==> config.mk <==
export PLATFORM = sky130hd
export DESIGN_NAME = sequence_hit_counter
export DESIGN_NICKNAME = d
export VERILOG_FILES = /design/src/rtl/sequence_hit_counter.sv
export SDC_FILE = /design/constraint.sdc
export NUM_CORES = 1
export LEC_CHECK = 0
export CAP_MARGIN = 0
export CORE_MARGIN = 3
export CORE_UTILIZATION = 50
export CTS_BUF_LIST = sky130_fd_sc_hd__clkbuf_4 sky130_fd_sc_hd__clkbuf_8
export DETAILED_ROUTE_END_ITERATION = 16
export PLACE_DENSITY = 0.77
export SLEW_MARGIN = 20
export SYNTH_ARGS = -nofsm -noshare
export SYNTH_HDL_FRONTEND = slang
export SYNTH_SLANG_ARGS = --single-unit
==> constraint.sdc <==
create_clock -name clock -period 1.4 [get_ports clock]
set_clock_uncertainty 0.05 [all_clocks]
set_input_delay 0.14 -clock clock [delete_from_list [all_inputs] [get_ports clock]]
set_output_delay 0.14 -clock clock [all_outputs]
set_load 0.01 [all_outputs]
==> src/rtl/sequence_hit_counter.sv <==
// Counts recognizer hits over windows of WINDOW enabled clocks and hands each
// window total to a consumer through a single valid/ready register stage.
module sequence_hit_counter #(
  parameter int CNT_W  = 8,
  parameter int WINDOW = 16
) (
  input  logic             clock,
  input  logic             reset,
  input  logic             clear,
  input  logic             enable,
  input  logic             z,
  output logic [CNT_W-1:0] count_out,
  output logic             valid,
  input  logic             ready,
  output logic             lost
);

  localparam int                WCNT_W = $clog2(WINDOW);
  localparam logic [WCNT_W-1:0] LAST   = WCNT_W'(WINDOW - 1);
  localparam logic [CNT_W-1:0]  MAX    = '1;

  typedef enum logic {RUN, HOLD}   win_state_t;
  typedef enum logic {EMPTY, FULL} out_state_t;

  win_state_t        win_state;
  out_state_t        out_state;
  logic [WCNT_W-1:0] wcnt;
  logic [CNT_W-1:0]  acc;
  logic [CNT_W-1:0]  res;
  logic              close;

  // The window only advances on enabled clocks; HOLD freezes wcnt and acc.
  assign win_state = enable ? RUN : HOLD;

  // Saturating accumulate: once at MAX, further hits are ignored.
  assign res   = (acc == MAX) ? acc : acc + CNT_W'(z);
  assign close = (win_state == RUN) && (wcnt == LAST);
  assign valid = (out_state == FULL);

  // NOTE: all state uses non-blocking assignments so every register samples
  // pre-edge values; blocking here would let acc feed res in the same edge.
  always_ff @(posedge clock or posedge reset) begin
    if (reset) begin
      wcnt      <= '0;
      acc       <= '0;
      count_out <= '0;
      out_state <= EMPTY;
      lost      <= 1'b0;
    end else if (clear) begin
      wcnt      <= '0;
      acc       <= '0;
      out_state <= EMPTY;
      lost      <= 1'b0;
    end else begin
      if (win_state == RUN) begin
        if (close) begin
          wcnt <= '0;
          acc  <= '0;
        end else begin
          wcnt <= wcnt + 1'b1;
          acc  <= res;
        end
      end

      case (out_state)
        EMPTY: begin
          if (close) begin
            count_out <= res;
            out_state <= FULL;
          end
        end
        FULL: begin
          // A close while the consumer stalls drops the new result, keeping
          // count_out stable for the pending transfer.
          if (close) begin
            if (ready) count_out <= res;
            else       lost      <= 1'b1;
          end else if (ready) begin
            out_state <= EMPTY;
          end
        end
      endcase
    end
  end

endmodule

==> summary.txt, run 1 <==
Worst setup path
  • Worst stage delay on the critical path: 0.37 ns
  • Crit-path max FO: 5
  • Startpoint Class: register
  • CP endpoint kind: register
  • Slowest CP cell: dfrtp_1
  • CP required: 1.54 ns
  • Worst flop-to-flop path endpoint: count_out[5]$_DFFE_PP0P_
  • Kind of critical path: reg2reg
  • Worst EP arrival: 1.67 ns
  • Reg2reg start: wcnt[0]$_DFFE_PP0P_
  • R2r setup slk: -0.13 ns
  • R2R cell count: 6
  • Crit path cell chain: ha_2, nand4_1, nor3b_4, buf_6, nor2b_4, a31oi_1

Synth
  • Synth unique cells: 31
  • Seq/Total Area, Yosys: 49.49%
  • Syn nets: 128
  • Post-Synthesis Cells: 119
  • Seq cells post-synth: 22
  • Synth async-reset ratio: 100.0%
  • Synth Area per Inst: 9.347 µm²
  • Post-synth EDFFs: 0
  • Main synth FF type: dfrtp_1
  • Synth Cell Area: 0.001112 mm²
  • Synth warnings: 0

Global route
  • Initial antenna violation count: 0
  • Vias in the first global route: 1085
  • Busiest grt layer: met2
  • Total global-route track usage: 22.94%
  • Largest net degree at the start of global routing: 23
  • Met1 Track Usage GR: 29.03%
  • Met2 Resource Use GR: 37.19%
  • Met3 usage: 3.944%
  • Total gr overflow: 0
  • First-pass GRT wire length: 4.636 mm

Finish
  • Layout cell share with drive strength beyond 1: 33.75%
  • Number of fill cells in the layout: 127
  • Final non-filler cell total: 187
  • Most common cell after layout, fill and taps aside: dfrtp_1
  • Most frequent cells in the layout: 22 x dfrtp_1, 21 x buf_4, 17 x nor2_1, 10 x nand2_1, 8 x a21oi_1
  • Area growth, synth to finish: 46.23%
  • Util after Layout: 79.66%
  • Ant diodes: 0
  • Fin nets: 171
  • Final Cell Area: 0.001627 mm²

Die
  • Die area: 0.002827 mm²
  • Row count: 16
  • Initial core utilization: 54.47%
  • Num ports: 16
  • Core area: 0.002042 mm²
  • Chip width: 53.17 µm
  • Die Ht: 53.17 µm

CTS
  • Reg clk slew, reported paths: 0.12 ns
  • Clock latency on the worst-skew pair: 0.30 ns
  • Clk root buf: clkbuf_4
  • CTS sink count: 22
  • TritonCTS Buffers: 3
  • TritonCTS clock tree: built
  • Clk buf depth: 2
  • # H-tree levels: 1

Flow run
  • Max Cap Viol: 0

STA
  • Final TNS setup: -1.576 ns
  • Period minus WS final: 1.533 ns
  • RSZ-0062 raised after global routing: yes
  • Rel. slew slack: 74.24%
  • Slew Limit Fails: 0
  • Slew at the pin closest to its max-slew limit: 0.3849 ns
  • Max Fclk: 652.4 MHz
  • Final period utilization: 109.5%
  • Min setup slack post-route: -0.1329 ns
  • Hold Violations, Final: 0
  • Final setup vio count: 17

Detailed routing
  • Via count: 1106
  • Detail Route Antenna Nets: 0
  • DR iter-0 viols: 28
  • Post-route DRC violation count: 0
  • DRT Wirelength: 3.033 mm
  • First-pass iteration count of the detailed router: 4
  • Post-DR wirelength/cell: 16.22 µm
  • Drt via density: 5.914

Placement
  • Dpl cell area: 0.001431 mm²
  • Port Buffers: 15
  • DP HPWL: 1.810 mm
  • Final GP Congestion: 0.8177
  • DP Cell Count: 176

Hold path
  • Worst hold-check path type: in2async

Pwr
  • Power Dens Cells: 662.9 mW/mm²
  • VDD IR max: 646.3 µV
  • Leak: 0.7769 nW

Outcome
  • Failing checks: setup timing
  • Status: finished, violations left
## kinds of logic (layout without fill, tap and decap cells)
logic type / count (synthesis) / after routing / share of synthesized area [%]
AO/OA/AOI/OAI: 31 / 31 / 16.20
XOR/XNOR: 5 / 5 / 3.937
adder cells (fa/ha/maj): 3 / 3 / 3.375
buffers and inverters: 8 / 48 / 3.149
flip-flops: 22 / 22 / 49.49
multiplexers: 1 / 1 / 0.8999
AND/OR/NAND/NOR: 49 / 50 / 22.95
## metrics by stage
stage / hold WS (ns) / total power (W) / setup WS [ns]
6_report: 0.1117 / 0.001078 / -0.1329
5_1_grt: 0.1395 / 0.001120 / -0.2022
4_1_cts: 0.1194 / 0.001073 / -0.1076
3_5_place_dp: 0.4414 / 0.0007703 / -0.3341
3_3_place_gp: 0.4344 / 0.0007643 / -0.2880
2_1_floorplan: 0.07923 / 0.0007178 / -0.04450
## flip-flops by register name, indices dropped and copies added (netlist names)
signal,flops
wcnt,4
count_out,8
valid,1
lost,1
acc,8
## power breakdown
group,switching [W],internal (W)
logic,0.0000714,0.0000713
registers,0.00000810,0.000644
clock network,0.000184,0.000100
## cell usage after synthesis (2+ instances only)
cell type	instances	area [µm²]
dfrtp_1	22	550.5
nor2_1	20	75.07
nor3_1	2	10.01
or3_1	2	12.51
nand3_1	2	10.01
nand2b_1	2	12.51
a21oi_1	12	60.06
nand2_1	10	37.54
inv_1	4	15.01
clkbuf_1	2	7.510
o21ai_0	11	55.05
o2bb2ai_1	4	35.03
xnor2_1	4	35.03
ha_1	3	37.54
nand4_1	3	18.77
## area by class of cell
class,count,area [µm²],area share (%)
clock buffer,3,22.52,1.385
inverter,4,15.01,0.9231
multi-input combinational,90,634.4,39.00
sequential,22,550.5,33.85
tap,27,33.78,2.077
timing repair buffer,41,370.4,22.77
## worst max-delay path by stage
stage                                           to                 from  slack [ns]
after floorplan           count_out[3]$_DFFE_PP0P_  wcnt[0]$_DFFE_PP0P_       -0.04
after global placement    count_out[4]$_DFFE_PP0P_                    z       -0.29
after detailed placement  count_out[6]$_DFFE_PP0P_                    z       -0.33
after CTS                 count_out[3]$_DFFE_PP0P_  wcnt[0]$_DFFE_PP0P_       -0.11
after global routing      count_out[5]$_DFFE_PP0P_  wcnt[0]$_DFFE_PP0P_       -0.20
final                     count_out[5]$_DFFE_PP0P_  wcnt[0]$_DFFE_PP0P_       -0.13
## what timing repair did
| action | 4_1_cts | 5_1_grt |
|---|---|---|
| endpoints found under the hold margin | 0 | 0 |
| gates resized for setup | 19 | 24 |
| cloned | 1 | 0 |
| hold buffers | 0 | 0 |
| setup buffers | 5 | 2 |
| endpoints found under the setup margin | 21 | 22 |
| pin swaps | 6 | 5 |
## routing by layer
metal / vias up / share of wire (%)
met5: - / 0
met4: 0 / 3.1
met3: 17 / 7.1
met2: 57 / 48
met1: 529 / 41
li1: 503 / -
## critical path, delay by kind of cell, from the launching register on
family / cells / cell delay [ns]
AOI/OAI and AO/OA: 1 / 0.09
buffers and inverters: 1 / 0.13
and+or+nand+nor: 3 / 0.60
DFF: 1 / 0.37
adders and majority gates: 1 / 0.19
Note: power is estimated with default switching activity, not from simulation.
==> run 2, diff against run 1 <==
Settings changed: ABC_AREA from default to 1.
==> summary.txt, run 2 <==
STA
  • Period minus WS final: 1.369 ns (was 1.533 ns)
  • Slew at the pin closest to its max-slew limit: 0.2777 ns (was 0.3849 ns)
  • Final setup vio count: 0 (was 17)
  • Final period utilization: 97.79% (was 109.5%)
  • Min setup slack post-route: 0.03096 ns (was -0.1329 ns)
  • Max Fclk: 730.4 MHz (was 652.4 MHz)
  • Hold Violations, Final: 0 (unchanged)
  • Rel. slew slack: 81.49% (was 74.24%)
  • Hold slack: 0.1256 ns (was 0.1117 ns)
  • Slew Limit Fails: 0 (unchanged)
  • RSZ-0062 raised after global routing: yes (unchanged)

Finish
  • Area growth, synth to finish: 34.03% (was 46.23%)
  • Biggest regs: acc (8), count_out (8), wcnt (4) (unchanged)
  • Ant diodes: 0 (unchanged)
  • Area of the multi-input gates: 585.6 µm² (was 634.4 µm²)
  • Most frequent cells in the layout: 61 x nand2_1, 22 x dfrtp_1, 15 x buf_4, 12 x inv_1, 8 x dlygate4sd2_1 (was 22 x dfrtp_1, 21 x buf_4, 17 x nor2_1, 10 x nand2_1, 8 x a21oi_1)
  • Number of fill cells in the layout: 150 (was 127)
  • Fin nets: 189 (was 171)
  • Most common cell after layout, fill and taps aside: nand2_1 (was dfrtp_1)
  • Register Area: 550.5 µm² (unchanged)
  • Final Cell Area: 0.001533 mm² (was 0.001627 mm²)
  • Layout cell share with drive strength beyond 1: 23.46% (was 33.75%)

Worst setup path
  • R2R cell count: 8 (was 6)
  • CP endpoint kind: register (unchanged)
  • Crit-path max FO: 5 (unchanged)
  • Critical Path End: count_out[7]$_DFFE_PP0P_ (was count_out[5]$_DFFE_PP0P_)
  • Worst EP arrival: 1.58 ns (was 1.67 ns)
  • Slowest CP cell: dfrtp_1 (unchanged)
  • Reg2reg start: wcnt[0]$_DFFE_PP0P_ (unchanged)
  • Crit path top cell by count: nand2_1
  • Crit path cell chain: ha_2, nand2_2, nor2_4, nand2_4, nor2_8, buf_6, nand2_1, nand2_1 (was ha_2, nand4_1, nor3b_4, buf_6, nor2b_4, a31oi_1)
  • Worst stage delay on the critical path: 0.38 ns (was 0.37 ns)
  • CP required: 1.61 ns (was 1.54 ns)
  • Worst flop-to-flop path endpoint: count_out[7]$_DFFE_PP0P_ (was count_out[5]$_DFFE_PP0P_)
  • CP Launch Point: wcnt[0]$_DFFE_PP0P_ (unchanged)
  • R2r setup slk: 0.03 ns (was -0.13 ns)
  • Kind of critical path: reg2reg (unchanged)
  • Startpoint Class: register (unchanged)

CTS
  • CTS sink count: 22 (unchanged)
  • TritonCTS clock tree: built (unchanged)
  • Reg clk slew, reported paths: 0.13 ns (was 0.12 ns)
  • Clock latency on the worst-skew pair: 0.31 ns (was 0.30 ns)
  • Post-CTS Hold Fix Bufs: 0 (unchanged)
  • Clk buf depth: 2 (unchanged)
  • Clk root buf: clkbuf_4 (unchanged)
  • # H-tree levels: 1 (unchanged)
  • TritonCTS Buffers: 3 (unchanged)

Pwr
  • VDD IR max: 838.6 µV (was 646.3 µV)
  • Power Dens Cells: 793.2 mW/mm² (was 662.9 mW/mm²)
  • Leak: 0.8846 nW (was 0.7769 nW)

Die
  • Chip width: 53.83 µm (was 53.17 µm)
  • Core area: 0.002062 mm² (was 0.002042 mm²)
  • Num ports: 16 (unchanged)
  • Row count: 16 (unchanged)
  • Die area: 0.002897 mm² (was 0.002827 mm²)
  • Die Ht: 53.83 µm (was 53.17 µm)
  • Initial core utilization: 55.46% (was 54.47%)

Synth
  • Synth async-reset ratio: 100.0% (unchanged)
  • Synth Area per Inst: 7.887 µm² (was 9.347 µm²)
  • Top cell type's share of synthesized area: 48.14% (was 49.49%)
  • Syn nets: 154 (was 128)
  • Largest family of logic cells by synthesized area: simple AND/OR/NAND/NOR gates (unchanged)
  • Post-Synthesis Cells: 145 (was 119)
  • Adder-Cell Fraction of Synth Area: 3.282% (was 3.375%)
  • Synth unique cells: 21 (was 31)
  • Synth Cell Area: 0.001144 mm² (was 0.001112 mm²)
  • Synth warnings: 0 (unchanged)
  • Simple-Gate Fraction of Synth Area: 38.51% (was 22.95%)
  • Compound-Gate Fraction of Synth Area: 4.048% (was 16.20%)
  • Synth top cells by count: 66 x nand2_1, 22 x dfrtp_1, 13 x inv_1 (was 22 x dfrtp_1, 20 x nor2_1, 12 x a21oi_1)
  • Post-synth top area cell: dfrtp_1 (unchanged)
  • Post-Synth XOR/XNOR Area: 0.7659% (was 3.937%)
  • Seq cells post-synth: 22 (unchanged)
  • Post-synthesis mux area share: 0% (was 0.8999%)
  • Main synth FF type: dfrtp_1 (unchanged)
  • Seq/Total Area, Yosys: 48.14% (was 49.49%)
  • Top cells by area, synth: dfrtp_1 48%, nand2_1 22%, inv_1 4.3% (was dfrtp_1 49%, nor2_1 6.7%, a21oi_1 5.4%)
  • Post-synth EDFFs: 0 (unchanged)
  • Most common cell in the netlist: nand2_1 (was dfrtp_1)

Flow run
  • Max Cap Viol: 0 (unchanged)

Global route
  • Total global-route track usage: 19.81% (was 22.94%)
  • First-pass GRT wire length: 4.105 mm (was 4.636 mm)
  • Initial antenna violation count: 0 (unchanged)
  • Vias in the first global route: 996 (was 1085)
  • Largest net degree at the start of global routing: 23 (unchanged)
  • Total gr overflow: 0 (unchanged)

Hold path
  • Worst hold-check path type: in2async (unchanged)

Detailed routing
  • DRT Wirelength: 2.588 mm (was 3.033 mm)
  • DR iter-0 viols: 22 (was 28)
  • Post-DR wirelength/cell: 12.56 µm (was 16.22 µm)
  • Via count: 1047 (was 1106)
  • Detail Route Antenna Nets: 0 (unchanged)
  • First-pass iteration count of the detailed router: 4 (unchanged)
  • Drt via density: 5.083 (was 5.914)
  • Post-route DRC violation count: 0 (unchanged)

Placement
  • Place WS: -0.2812 ns (was -0.3341 ns)
  • Final GP Congestion: 0.7969 (was 0.8177)
  • Port Buffers: 15 (unchanged)
  • DP HPWL: 1.807 mm (was 1.810 mm)
  • Dpl cell area: 0.001398 mm² (was 0.001431 mm²)

Outcome
  • Status: completed (was finished, violations left)
## run 2: cell count changes after synthesis, moves of 3 or more
cell,previous run,this run
a21oi_1,12,3
inv_1,4,13
nand2_1,10,66
nand3_1,2,8
nor2_1,20,8
o21ai_0,11,5
o2bb2ai_1,4,0
xnor2_1,4,1
## run 2: logic make-up (layout without fill, tap and decap cells)
kind of cell    after synthesis  count (layout)
flops                        22              22
xor+xnor                      1               1
fa+ha+maj                     3               3
compound gates                9               9
buf+inv                      15              49
simple gates                 95              95
## run 2: final cells by class
| cell class | instances | share of cell area, % |
|---|---|---|
| clock buffer | 4 | 2.367 |
| inverter | 14 | 3.755 |
| multi-input combinational | 108 | 38.20 |
| sequential | 22 | 35.92 |
| tap | 27 | 2.204 |
| timing repair buffer | 31 | 17.55 |
## run 2: worst min path at each step
stage / startpoint / end / slack, ns / depth (start not counted)
6_report: reset / count_out[0]$_DFFE_PP0P_ / 0.13 / 3
3_3_place_gp: count_out[0]$_DFFE_PP0P_ / count_out[0]$_DFFE_PP0P_ / 0.41 / 2
5_1_grt: reset / valid$_DFF_PP0_ / 0.12 / 3
3_5_place_dp: count_out[0]$_DFFE_PP0P_ / count_out[0]$_DFFE_PP0P_ / 0.41 / 2
2_1_floorplan: reset / acc[0]$_DFFE_PP0P_ / 0.08 / 1
4_1_cts: reset / lost$_DFFE_PP0P_ / 0.13 / 3
## run 2: routing by layer
| layer | vias to the layer above | share of wire (%) | GRT usage, % |
|---|---|---|---|
| met5 | - | 0 | 0 |
| met1 | 494 | 41 | 23.82 |
| met4 | 0 | 1.2 | 8.511 |
| met2 | 25 | 53 | 34.27 |
| met3 | 4 | 4.1 | 3.601 |
| li1 | 524 | - | - |
## run 2: what timing repair did
item / in CTS / in global routing
buffers inserted: 0 / 6
endpoints found under the setup margin: 18 / 19
pin swaps: 0 / 4
resized for setup: 12 / 19
## run 2: stage by stage
step	TNS [ns]	cells	util, %	power, W
finish	0	206	74.33	0.001216
CTS	-0.002366	200	69.42	0.001200
global route	-0.5679	206	74.33	0.001280
floorplan	0	145	-	0.0007808
global placement	-1.739	196	67.78	0.0008441
detailed placement	-2.187	196	67.78	0.0008528
## run 2: power breakdown
part	switching, W	internal (W)	total [W]
logic	0.0000933	0.0000799	0.000173
registers	0.0000234	0.000665	0.000688
clock network	0.000196	0.000159	0.000354
## run 2: critical path, delay by kind of cell (launching register included)
family,cells,cell delay (ns)
adder cells (fa/ha/maj),1,0.19
flip-flops,1,0.38
buffers and inverters,1,0.15
AND/OR/NAND/NOR,6,0.56
==> run 3, diff against run 2 <==
Settings changed: GPL_TIMING_DRIVEN from default to 1.
==> results of run 3 <==
No change in the layout: final DEF, timing and power equal those of run 2.
